### src/rtl/pipe_pkg.sv
// Shared definitions for the RV32I elastic stage registers: stage states, control-bundle
// field layout, the NOP control word and default payload widths per pipeline boundary.
package pipe_pkg;

   // Encoded as {main_valid, skid_valid}; the value 2'b01 is never entered.
   typedef enum logic [1:0] {
      ST_EMPTY = 2'b00,
      ST_ONE   = 2'b10,
      ST_FULL  = 2'b11
   } stage_state_e;

   localparam int CTRL_W_DEF = 8;

   // Control bundle layout, LSB offsets and widths.
   localparam int ALU_OP_LSB = 0;
   localparam int ALU_OP_W   = 2;
   localparam int SRC1_LSB   = 2;
   localparam int SRC1_W     = 1;
   localparam int SRC2_LSB   = 3;
   localparam int SRC2_W     = 1;
   localparam int MEM_RD_LSB = 4;
   localparam int MEM_RD_W   = 1;
   localparam int MEM_WR_LSB = 5;
   localparam int MEM_WR_W   = 1;
   localparam int REG_WR_LSB = 6;
   localparam int REG_WR_W   = 1;
   localparam int WB_SEL_LSB = 7;
   localparam int WB_SEL_W   = 1;

   localparam logic [CTRL_W_DEF-1:0] CTRL_NOP = '0;

   localparam int DATA_W_IF_ID  = 64;
   localparam int DATA_W_ID_EX  = 160;
   localparam int DATA_W_EX_MEM = 104;
   localparam int DATA_W_MEM_WB = 72;

   // True when a control word would modify architectural state downstream.
   function automatic logic ctrl_has_side_effect(input logic [CTRL_W_DEF-1:0] ctrl);
      return ctrl[MEM_WR_LSB] | ctrl[REG_WR_LSB];
   endfunction

endpackage

### src/rtl/pipe_sat_counter.sv
// Saturating up-counter with asynchronous active-high clear; holds at all-ones.
module pipe_sat_counter #(
   parameter int CNT_W = 16
) (
   input  logic             clk,
   input  logic             rst,
   input  logic             inc,
   output logic [CNT_W-1:0] count
);

   always_ff @(posedge clk or posedge rst) begin
      if (rst) begin
         count <= '0;
      end else if (inc && (count != '1)) begin
         count <= count + 1'b1;
      end
   end

endmodule

### src/rtl/pipe_stage_reg.sv
// Elastic pipeline register with a two-entry skid buffer, flush-to-bubble and masked control.
// Optional perf counters (bubble/stall) are built when PIPE_STAGE_PERF_EN is defined.
//
// Handshake: a beat transfers on a rising edge where valid and ready are both high; valid
// never depends on ready, and in_ready comes straight from registered state.
module pipe_stage_reg
   import pipe_pkg::*;
#(
   parameter int                DATA_W   = DATA_W_ID_EX,
   parameter int                CTRL_W   = CTRL_W_DEF,
   parameter logic [CTRL_W-1:0] CTRL_RST = CTRL_W'(CTRL_NOP),
   parameter int                CNT_W    = 16
) (
   input  logic              clk,
   input  logic              rst,
   input  logic              flush,
   input  logic              in_valid,
   output logic              in_ready,
   input  logic [CTRL_W-1:0] in_ctrl,
   input  logic [DATA_W-1:0] in_data,
   output logic              out_valid,
   input  logic              out_ready,
   output logic [CTRL_W-1:0] out_ctrl,
   output logic [DATA_W-1:0] out_data,
   output logic [CNT_W-1:0]  bubble_cnt,
   output logic [CNT_W-1:0]  stall_cnt,
   output stage_state_e      state
);

   stage_state_e      state_nxt;
   logic              in_fire;
   logic              out_fire;
   logic              load_main;
   logic              load_skid;
   logic              move_skid;
   logic [CTRL_W-1:0] main_ctrl;
   logic [CTRL_W-1:0] skid_ctrl;
   logic [DATA_W-1:0] main_data;
   logic [DATA_W-1:0] skid_data;

   assign in_fire  = in_valid & in_ready;
   assign out_fire = out_valid & out_ready;

   always_ff @(posedge clk or posedge rst) begin
      if (rst) begin
         state <= ST_EMPTY;
      end else begin
         state <= state_nxt;
      end
   end

   always_comb begin
      state_nxt = state;
      load_main = 1'b0;
      load_skid = 1'b0;
      move_skid = 1'b0;
      case (state)
         ST_EMPTY: begin
            if (in_fire) begin
               state_nxt = ST_ONE;
               load_main = 1'b1;
            end
         end
         ST_ONE: begin
            if (in_fire && out_fire) begin
               load_main = 1'b1;
            end else if (in_fire) begin
               state_nxt = ST_FULL;
               load_skid = 1'b1;
            end else if (out_fire) begin
               state_nxt = ST_EMPTY;
            end
         end
         ST_FULL: begin
            if (out_fire) begin
               state_nxt = ST_ONE;
               move_skid = 1'b1;
            end
         end
         default: state_nxt = ST_EMPTY;
      endcase
      // A flush drops everything, including a beat that fires this same cycle.
      if (flush) begin
         state_nxt = ST_EMPTY;
         load_main = 1'b0;
         load_skid = 1'b0;
         move_skid = 1'b0;
      end
   end

   always_comb begin
      in_ready  = (state != ST_FULL);
      out_valid = (state != ST_EMPTY);
      out_ctrl  = out_valid ? main_ctrl : CTRL_RST;
      out_data  = main_data;
   end

   always_ff @(posedge clk or posedge rst) begin
      if (rst) begin
         main_ctrl <= CTRL_RST;
         skid_ctrl <= CTRL_RST;
         main_data <= '0;
         skid_data <= '0;
      end else if (flush) begin
         main_ctrl <= CTRL_RST;
         skid_ctrl <= CTRL_RST;
      end else begin
         if (load_main) begin
            main_ctrl <= in_ctrl;
            main_data <= in_data;
         end else if (move_skid) begin
            main_ctrl <= skid_ctrl;
            main_data <= skid_data;
         end
         if (load_skid) begin
            skid_ctrl <= in_ctrl;
            skid_data <= in_data;
         end
      end
   end

`ifdef PIPE_STAGE_PERF_EN
   pipe_sat_counter #(.CNT_W(CNT_W)) u_bubble_cnt (
      .clk   (clk),
      .rst   (rst),
      .inc   (~out_valid),
      .count (bubble_cnt)
   );

   pipe_sat_counter #(.CNT_W(CNT_W)) u_stall_cnt (
      .clk   (clk),
      .rst   (rst),
      .inc   (out_valid & ~out_ready),
      .count (stall_cnt)
   );
`else
   assign bubble_cnt = '0;
   assign stall_cnt  = '0;
`endif

endmodule

### config.mk
export PLATFORM = sky130hd
export DESIGN_NAME = pipe_stage_reg
export DESIGN_NICKNAME = d
export VERILOG_FILES = /design/src/rtl/pipe_pkg.sv /design/src/rtl/pipe_sat_counter.sv /design/src/rtl/pipe_stage_reg.sv
export SDC_FILE = /design/constraint.sdc
export NUM_CORES = 1
export LEC_CHECK = 0
export BUFFER_PORTS_ARGS = -buffer_cell sky130_fd_sc_hd__buf_4
export CAP_MARGIN = 0
export CORE_MARGIN = 5
export CORE_UTILIZATION = 53
export CTS_CLUSTER_DIAMETER = 30
export DETAILED_ROUTE_END_ITERATION = 6
export GPL_ROUTABILITY_DRIVEN = 1
export PLACE_DENSITY = 0.9
export SLEW_MARGIN = 20
export SYNTH_ARGS = -nofsm -noshare
export SYNTH_HDL_FRONTEND = slang
export SYNTH_SLANG_ARGS = --single-unit
### constraint.sdc
create_clock -name clk -period 16.69 [get_ports clk]
set_clock_uncertainty 0.15 [all_clocks]
set_input_delay 3.338 -clock clk [delete_from_list [all_inputs] [get_ports clk]]
set_output_delay 3.338 -clock clk [all_outputs]
set_load 0.005 [all_outputs]
Word-level counts from Yosys, hierarchy flattened
Index checks and enable logic that the tools add are counted.
{ "totals": {"ff_bits": 338, "in_bits": 173, "out_inout_bits": 204} }
{ "classes": {"eq_ne": 7, "n_mux": 25, "bitwise_logic": 3, "n_reduce_logical": 9} }
{ "op_table": {"columns": ["cell", "n"], "rows": [
  ["160-bit 2-to-1 mux", 2],
  ["8-bit 2-to-1 mux", 6],
  ["2-bit 2-to-1 mux", 6],
  ["1-bit 2-to-1 mux", 9],
  ["3-bit != test, second input constant", 3],
  ["2-bit one-hot mux with 3 select lines", 1],
  ["2-bit nonzero test", 3],
  ["2-bit equality test, second input constant", 2],
  ["4-bit != test, second input constant", 1],
  ["2-bit AND reduction", 2],
  ["4-bit AND reduction", 1],
  ["3-bit nonzero test", 1],
  ["1-bit bitwise AND", 2],
  ["2-bit zero test", 1],
  ["2-bit != test, second input constant", 1],
  ["1-bit one-hot mux with 2 select lines", 1],
  ["1-bit logical AND", 1],
  ["1-bit inverter", 1]
]} }

Depth between registers and ports, before layout
Gate-level depths: netlist of run 1.
{ "logic_depth": {"word_depth": 8, "depth_mapped": 9} }

Least setup slack after synthesis of run 1
Ideal clock, no wire load.
{ "synth_timing": {"path_kind": "input -> register", "from": "in out_ready", "to": "reg main_data[0] (netlist: out_data[0])", "arrival_time_ns": 4.525, "required_time_ns": 16.417, "slack_ns": 11.892, "path_stages": 7, "path_buffers": 3, "cell_sequence": "and4bb_1 -> o21ai_2 -> or2_1 -> buf_2 -> buf_4 -> buf_4 -> o221a_1"} }
{ "synth_between": {"elab_chain_cells": 7} }
{ "synth_lines": {"columns": ["item", "line", "text"], "rows": [
  ["start: declaration", "pipe_stage_reg.sv:22", "input logic out_ready,"],
  ["1-bit bitwise AND (*)", "pipe_stage_reg.sv:42", "assign out_fire = out_valid & out_ready;"],
  ["1-bit logical AND", "pipe_stage_reg.sv:65", "if (in_fire && out_fire) begin"],
  ["1-bit 2-to-1 mux", "pipe_stage_reg.sv:65", null],
  ["1-bit one-hot mux with 2 select lines", "pipe_stage_reg.sv:57", "case (state)"],
  ["1-bit 2-to-1 mux", "pipe_stage_reg.sv:83", "if (flush) begin"],
  ["2-bit nonzero test (no line)", null, null],
  ["2-bit AND reduction (no line)", null, null],
  ["end signal: assignment", "pipe_stage_reg.sv:110", "main_data <= in_data;"],
  ["end signal: assignment", "pipe_stage_reg.sv:113", "main_data <= skid_data;"],
  ["end: declaration", "pipe_stage_reg.sv:38", "logic [DATA_W-1:0] main_data;"]
]} }
Mark *: on every way between the ends. The rest lies on a longest branch, timed or not.
A chain may end at the register's enable or synchronous reset.

Final worst setup path of run 1
{ "layout_timing": {"from": "in flush", "to": "reg skid_data[120]"} }
{ "layout_between": {"elab_chain_cells": 2} }
{ "layout_lines": {"columns": ["item", "line", "text"], "rows": [
  ["start: declaration", "pipe_stage_reg.sv:16", "input logic flush,"],
  ["1-bit 2-to-1 mux / 1-bit inverter (equally long branches)", null, null],
  ["2-bit AND reduction (no line) (*)", null, null],
  ["end signal: assignment", "pipe_stage_reg.sv:117", "skid_data <= in_data;"],
  ["end: declaration", "pipe_stage_reg.sv:39", "logic [DATA_W-1:0] skid_data;"]
]} }
Marked as above.

==> impl_metrics.tcl, run 1 <==
set metrics [dict create \
    num_vias 10593 \
    grt_pass1_vias 11329 \
    n_antenna_cell 0 \
    antenna_found_initial 1 \
    initial_core_util_pct 53.4 \
    clk_pin_slew_worst_paths_ns 0.05 \
    gr-usage-all-layers_pct 26.0 \
    worst_slew_pin_slew_ns 1.06 \
    worstSkewPairLatency_ns 0.56 \
    syn_inst 1016 \
    drtIter0Drc 752 \
    timing.rr.end "out_data[44]$_DFFE_PP0P_" \
    nets 1514 \
    dr.pass1.iters 5 \
    max-vdd-ir-drop_mv 0.124 \
    cts_made_buffers 58 \
    fin_tns_setup_ns 0 \
    grt_max_degree 131 \
    drive_gt1_share_pct 48.6 \
    synth_cell_type_count 30 \
    clock-sinks 338 \
    r2r_slack_ns 12.26 \
    setup-violations-final 0 \
    crit_path_max_incr_delay_ns 0.90 \
    cts_resized 0 \
    hpwlAfterDp_um 24700 \
    setup_slack_ns 9.91 \
    finalCritPeriodShare_pct 40.6 \
    pin_count 377 \
    maxCapViolations 0 \
    overflow 0 \
    yosys_warnings 0 \
    cp_num_cells 5 \
    postCtsSetupRepairBufs 0 \
    core_mm2 0.0267 \
    clockBufferDepth 3 \
    place.gp.congestion 0.815 \
    drc 0 \
    htreeDepth 2 \
    finalCriticalPeriod_ns 6.78 \
    hold_class "flip-flop to flip-flop" \
    setup.worst_path.start "flush" \
    routed_wl_um 40600 \
    fmax_mhz 148 \
    regToRegStartpoint "state[0]$_DFFE_PP0P_" \
    rsz0062_at_grt "no" \
    area_delta_synth_final_pct 33.4 \
    die_width_um 174 \
    cts_tree "done" \
    ant_nets 0 \
    chipHeight_um 174 \
    criticalPathCategory "input port to flip-flop" \
    critical-path-top-delay-family "buffers and inverters" \
    crit_fanout 91 \
    reg2regPathDepth 7 \
    p_per_area_mw_per_mm2 199 \
    grt_first_pass_wirelength_um 64300 \
    wl_per_cell_um 23.6 \
    slew_headroom_pct 29.5 \
    dieArea_mm2 0.0303 \
    syn_avg_cell_area_um2 14.0 \
    dpl.cell_count 1617 \
    instances_no_fill 1724 \
    fill_cells 1642 \
    crit_required_ns 16.98 \
    leakagePower_nw 8.26 \
    ys_seq_elements 338 \
    outcome "complete, no violations" \
    cp_slowest_cell "buf_4" \
    cp_num_buf_inv 3 \
    cp.arrival_ns 7.07 \
    startpoint_type "input port" \
    fp-row-count 60 \
    finalMaxSlewViolations 0 \
    cts-root-buf "clkbuf_16" \
    crit_end "skid_data[120]$_DFFE_PP0P_" \
    port_buffers 344 \
    path_cells "buf_4, buf_4, or2_4, buf_4, mux2_2" \
    yosysSeqAreaShare_pct 59.3 \
    hold_buffers 0 \
    via_per_inst 6.14 \
    synthesis.area_mm2 0.0143 \
    endpoint_kind "flip-flop" \
    finalHoldViolCount 0 \
    cp_common_cell "buf_4" \
    dpl_worst_slack_ns 9.43 \
]
[stage by stage]
stage | hold slack, ns | instance area (um2) | util, % | power, mW
floorplan | 0.308 | 14400 | - | 1.91
global placement | 0.317 | 16800 | 63.0 | 2.37
detailed placement | 0.326 | 16800 | 63.0 | 2.44
CTS | 0.341 | 19000 | 71.2 | 3.81
global route | 0.354 | 19000 | 71.2 | 3.96
finish | 0.338 | 19000 | 71.2 | 3.79
[final cells by class]
type                    count  area [um2]  share of cell area, %
flip-flops and latches    338        8460                   44.4
multi-input cells         579        5260                   27.6
repair buffers            354        2670                   14.0
clock buffers              72        1610                   8.44
clock inverters            35         601                   3.15
well taps                 341         427                   2.24
inverters                   5        26.3                  0.138
[kinds of logic (layout without fill, tap and decap cells)]
family,Yosys count,in the layout,share of synthesized area [%]
AO/OA/AOI/OAI,183,183,13.9
adder cells (fa/ha/maj),5,5,0.438
buffers and inverters,130,466,4.91
flip-flops,338,338,59.3
multiplexers,169,169,13.3
other,1,32,0.0263
AND/OR/NAND/NOR,190,190,8.17
[how the worst min path moves through the flow]
stage	slack, ns	start	cells after the start	end
floorplan	0.31	skid_data[89]$_DFFE_PP0P_	1	skid_data[89]$_DFFE_PP0P_
global placement	0.32	skid_data[90]$_DFFE_PP0P_	1	skid_data[90]$_DFFE_PP0P_
detailed placement	0.33	skid_data[90]$_DFFE_PP0P_	1	skid_data[90]$_DFFE_PP0P_
CTS	0.34	skid_data[98]$_DFFE_PP0P_	1	skid_data[98]$_DFFE_PP0P_
global route	0.35	skid_data[87]$_DFFE_PP0P_	1	skid_data[87]$_DFFE_PP0P_
finish	0.34	skid_data[89]$_DFFE_PP0P_	1	skid_data[89]$_DFFE_PP0P_
[Yosys cell counts]
cell / n / area (um2)
a211o_1: 1 / 8.76
nand2b_1: 1 / 6.26
mux2_2: 151 / 1700
a22o_1: 8 / 70.1
dfrtp_1: 338 / 8460
nand3_1: 3 / 15.0
conb_1: 1 / 3.75
o21a_1: 1 / 7.51
a211oi_1: 9 / 67.6
or3_1: 160 / 1000
inv_1: 5 / 18.8
nand4b_1: 1 / 8.76
o221a_1: 100 / 1130
buf_4: 44 / 330
and4bb_1: 1 / 12.5
a21oi_2: 1 / 8.76
mux2i_1: 8 / 80.1
o221a_2: 60 / 676
mux2_1: 10 / 113
o21ai_2: 1 / 8.76
a31oi_1: 1 / 6.26
clkbuf_1: 43 / 161
o31ai_1: 1 / 7.51
nor3_1: 1 / 5.00
or2_1: 2 / 12.5
ha_1: 5 / 62.6
nor2b_1: 9 / 56.3
buf_2: 38 / 190
and2b_1: 1 / 7.51
nor2_1: 11 / 41.3
[registers in the layout, summed over array words and instances, names as in the netlist]
name and count:
main_ctrl 8, state 2, out_data 160, skid_ctrl 8, skid_data 160
[power by group]
group          internal, mW  switching (mW)  leakage, nW
sequential             1.22           0.258         3.90
combinational         0.603           0.378         3.30
clock                 0.915           0.419         1.06
total                  2.74            1.05         8.26
[layer usage]
metal	GRT usage [%]	share of wire, %	vias to the layer above
li1	-	-	4488
met4	10.7	4.3	2
met2	43.2	50	555
met3	6.66	7.9	128
met5	0	0.049	-
met1	32.8	38	5420
[cell usage in the layout (no fill, tap or decap), types with 9 or more instances in the layout]
cell type | synthesis | final
nor2_1 | 11 | 10
dfrtp_1 | 338 | 338
conb_1 | 1 | 32
mux2_2 | 151 | 151
or3_1 | 160 | 160
buf_4 | 44 | 352
a211oi_1 | 9 | 9
o221a_2 | 60 | 60
bufinv_16 | 0 | 15
mux2_1 | 10 | 10
nor2b_1 | 9 | 9
clkbuf_16 | 0 | 61
o221a_1 | 100 | 100
Power figures use the tool's default switching activity.
==> inputs of run 2 (changes only) <==
CORE_UTILIZATION = 48   (was 53)
PLACE_DENSITY = 0.87   (was 0.9)
clock period = 5.7 ns   (was 16.69 ns; I/O delays follow)
==> impl_metrics.tcl, run 2 (same netlist as run 1, synthesis figures left out) <==
set metrics [dict create \
    seqPwrFrac_pct 38.2 \
    path_cells "inv_1, ha_1, and4bb_1, o21ai_2, or2_4, buf_12, o221a_2" \
    area_delta_synth_final_pct 36.0 \
    fp-row-count 63 \
    crit_path_max_incr_delay_ns 0.75 \
    cp_num_buf_inv 2 \
    rsz0062_at_grt "no" \
    die_width_um 182 \
    fill_cells 2017 \
    fmax_mhz 271 \
    finalHoldViolCount 0 \
    worstSkewPairLatency_ns 0.56 \
    wl_per_cell_um 22.0 \
    dr.pass1.iters 5 \
    postCtsSetupRepairBufs 0 \
    nets 1528 \
    max-vdd-ir-drop_mv 0.366 \
    p_per_area_mw_per_mm2 582 \
    htreeDepth 3 \
    finalCriticalPeriod_ns 3.69 \
    cts-root-buf "clkbuf_16" \
    hp-start "skid_data[93]$_DFFE_PP0P_" \
    overflow 0 \
    switching_power_mw 3.18 \
    dpl_worst_slack_ns 1.87 \
    cp_slowest_cell "or2_4" \
    via_per_inst 5.89 \
    slew_headroom_pct 28.2 \
    maxCapViolations 0 \
    cts_resized 0 \
    finalCritPeriodShare_pct 64.8 \
    worst_slew_pin_slew_ns 1.08 \
    clockBufferDepth 3 \
    endpoint_kind "flip-flop" \
    cts_tree "done" \
    crit_required_ns 6.04 \
    finalMaxSlewViolations 0 \
    drive_gt1_share_pct 49.5 \
    setup-violations-final 0 \
    ant_nets 0 \
    final_cell_mix "352 x buf_4, 338 x dfrtp_1, 160 x or3_1, 151 x mux2_2, 100 x o221a_1" \
    core_mm2 0.0295 \
    startpoint_type "flip-flop" \
    grt_max_degree 148 \
    leakagePower_nw 8.41 \
    clk_pin_slew_worst_paths_ns 0.05 \
    mostFrequentLayoutCell "buf_4" \
    gr-usage-all-layers_pct 23.2 \
    clkPwrFrac_pct 36.7 \
    antenna_found_initial 0 \
    grt_pass1_vias 11405 \
    switching_share_pct 28.2 \
    combPwrFrac_pct 25.2 \
    pin_count 377 \
    crit_fanout 75 \
    critical-path-top-delay-family "simple AND/OR/NAND/NOR gates" \
    hold_buffers 0 \
    setup.worst_path.start "state[0]$_DFFE_PP0P_" \
    port_buffers 344 \
    instances_no_fill 1795 \
    utilization_pct 65.8 \
    cp.arrival_ns 4.03 \
    dieArea_mm2 0.0333 \
    initial_core_util_pct 48.4 \
    place.gp.congestion 0.802 \
    hpwlAfterDp_um 24100 \
    num_vias 10578 \
    clock-sinks 338 \
    power.internal_mw 8.11 \
    chipHeight_um 182 \
    regToRegStartpoint "state[0]$_DFFE_PP0P_" \
    drc 0 \
    grt_first_pass_wirelength_um 63200 \
    n_antenna_cell 0 \
    whs_ns 0.332 \
    power_mw 11.3 \
    drtIter0Drc 622 \
    hold_class "flip-flop to flip-flop" \
    criticalPathCategory "flip-flop to flip-flop" \
    outcome "complete, no violations" \
    cts_made_buffers 70 \
    setup_slack_ns 2.01 \
    routed_wl_um 39500 \
    dpl.cell_count 1667 \
]
-- run 2: cell types whose count changed in the layout (fill, tap and decap cells not counted), moves of 2 or more --
cell and delta:
clkbuf_16 +9, inv_8 -2, bufinv_16 -8, inv_16 +2
buf_6 -2, buf_12 +4, clkinv_2 +8, clkbuf_8 +8
clkinv_8 +3, clkinv_16 +2, clkinv_4 -3
-- run 2: through the flow --
| step | TNS, ns | instance area, um2 |
|---|---|---|
| 3_3_place_gp | 0 | 16900 |
| 4_1_cts | 0 | 19400 |
| 5_1_grt | 0 | 19400 |
| 3_5_place_dp | 0 | 16900 |
| 2_1_floorplan | -36.69 | 14400 |
| 6_report | 0 | 19400 |
-- run 2: cell type report --
cell class              instances  area (um2)  share of cell area (%)
flip-flops and latches        338        8460                    43.6
multi-input cells             579        5260                    27.1
repair buffers                356        2720                    14.0
clock buffers                  88        1940                    9.99
clock inverters                39         520                    2.68
well taps                     390         488                    2.51
inverters                       5        22.5                   0.116
-- run 2: worst reg2reg max path, stage by stage, from the launching register on --
cell      delay, ns
dfrtp_1        0.42
inv_1          0.12
ha_1           0.43
and4bb_1       0.25
o21ai_2        0.69
or2_4          0.75
buf_12         0.46
o221a_2        0.35
-- run 2: power groups by stage --
stage,Combinational (mW),Clock (mW),Sequential [mW]
6_report,2.84,4.14,4.31
5_1_grt,3.08,4.35,4.43
4_1_cts,2.88,4.21,4.29
3_5_place_dp,2.86,0,4.27
3_3_place_gp,2.73,0,4.21
2_1_floorplan,1.46,0,4.13
-- run 2: layer usage --
metal | vias to the layer above | part of all wire, % | GRT usage, %
met5 | - | 0 | 0
met4 | 0 | 3.4 | 10.1
met3 | 96 | 8.6 | 6.78
met2 | 518 | 50 | 37.4
met1 | 5446 | 38 | 29.4
li1 | 4518 | - | -
-- run 2: worst paths after layout --
kind                                        endpoint  cells after the start  slack (ns)
max reg2reg                out_data[130]$_DFFE_PP0P_                      7        2.01
min in group asynchronous   out_data[82]$_DFFE_PP0P_                      2        0.59
min reg2reg                skid_data[93]$_DFFE_PP0P_                      1        0.33
max                        out_data[130]$_DFFE_PP0P_                      7        2.01
min                        skid_data[93]$_DFFE_PP0P_                      1        0.33
max in group asynchronous  skid_data[10]$_DFFE_PP0P_                      3        3.59
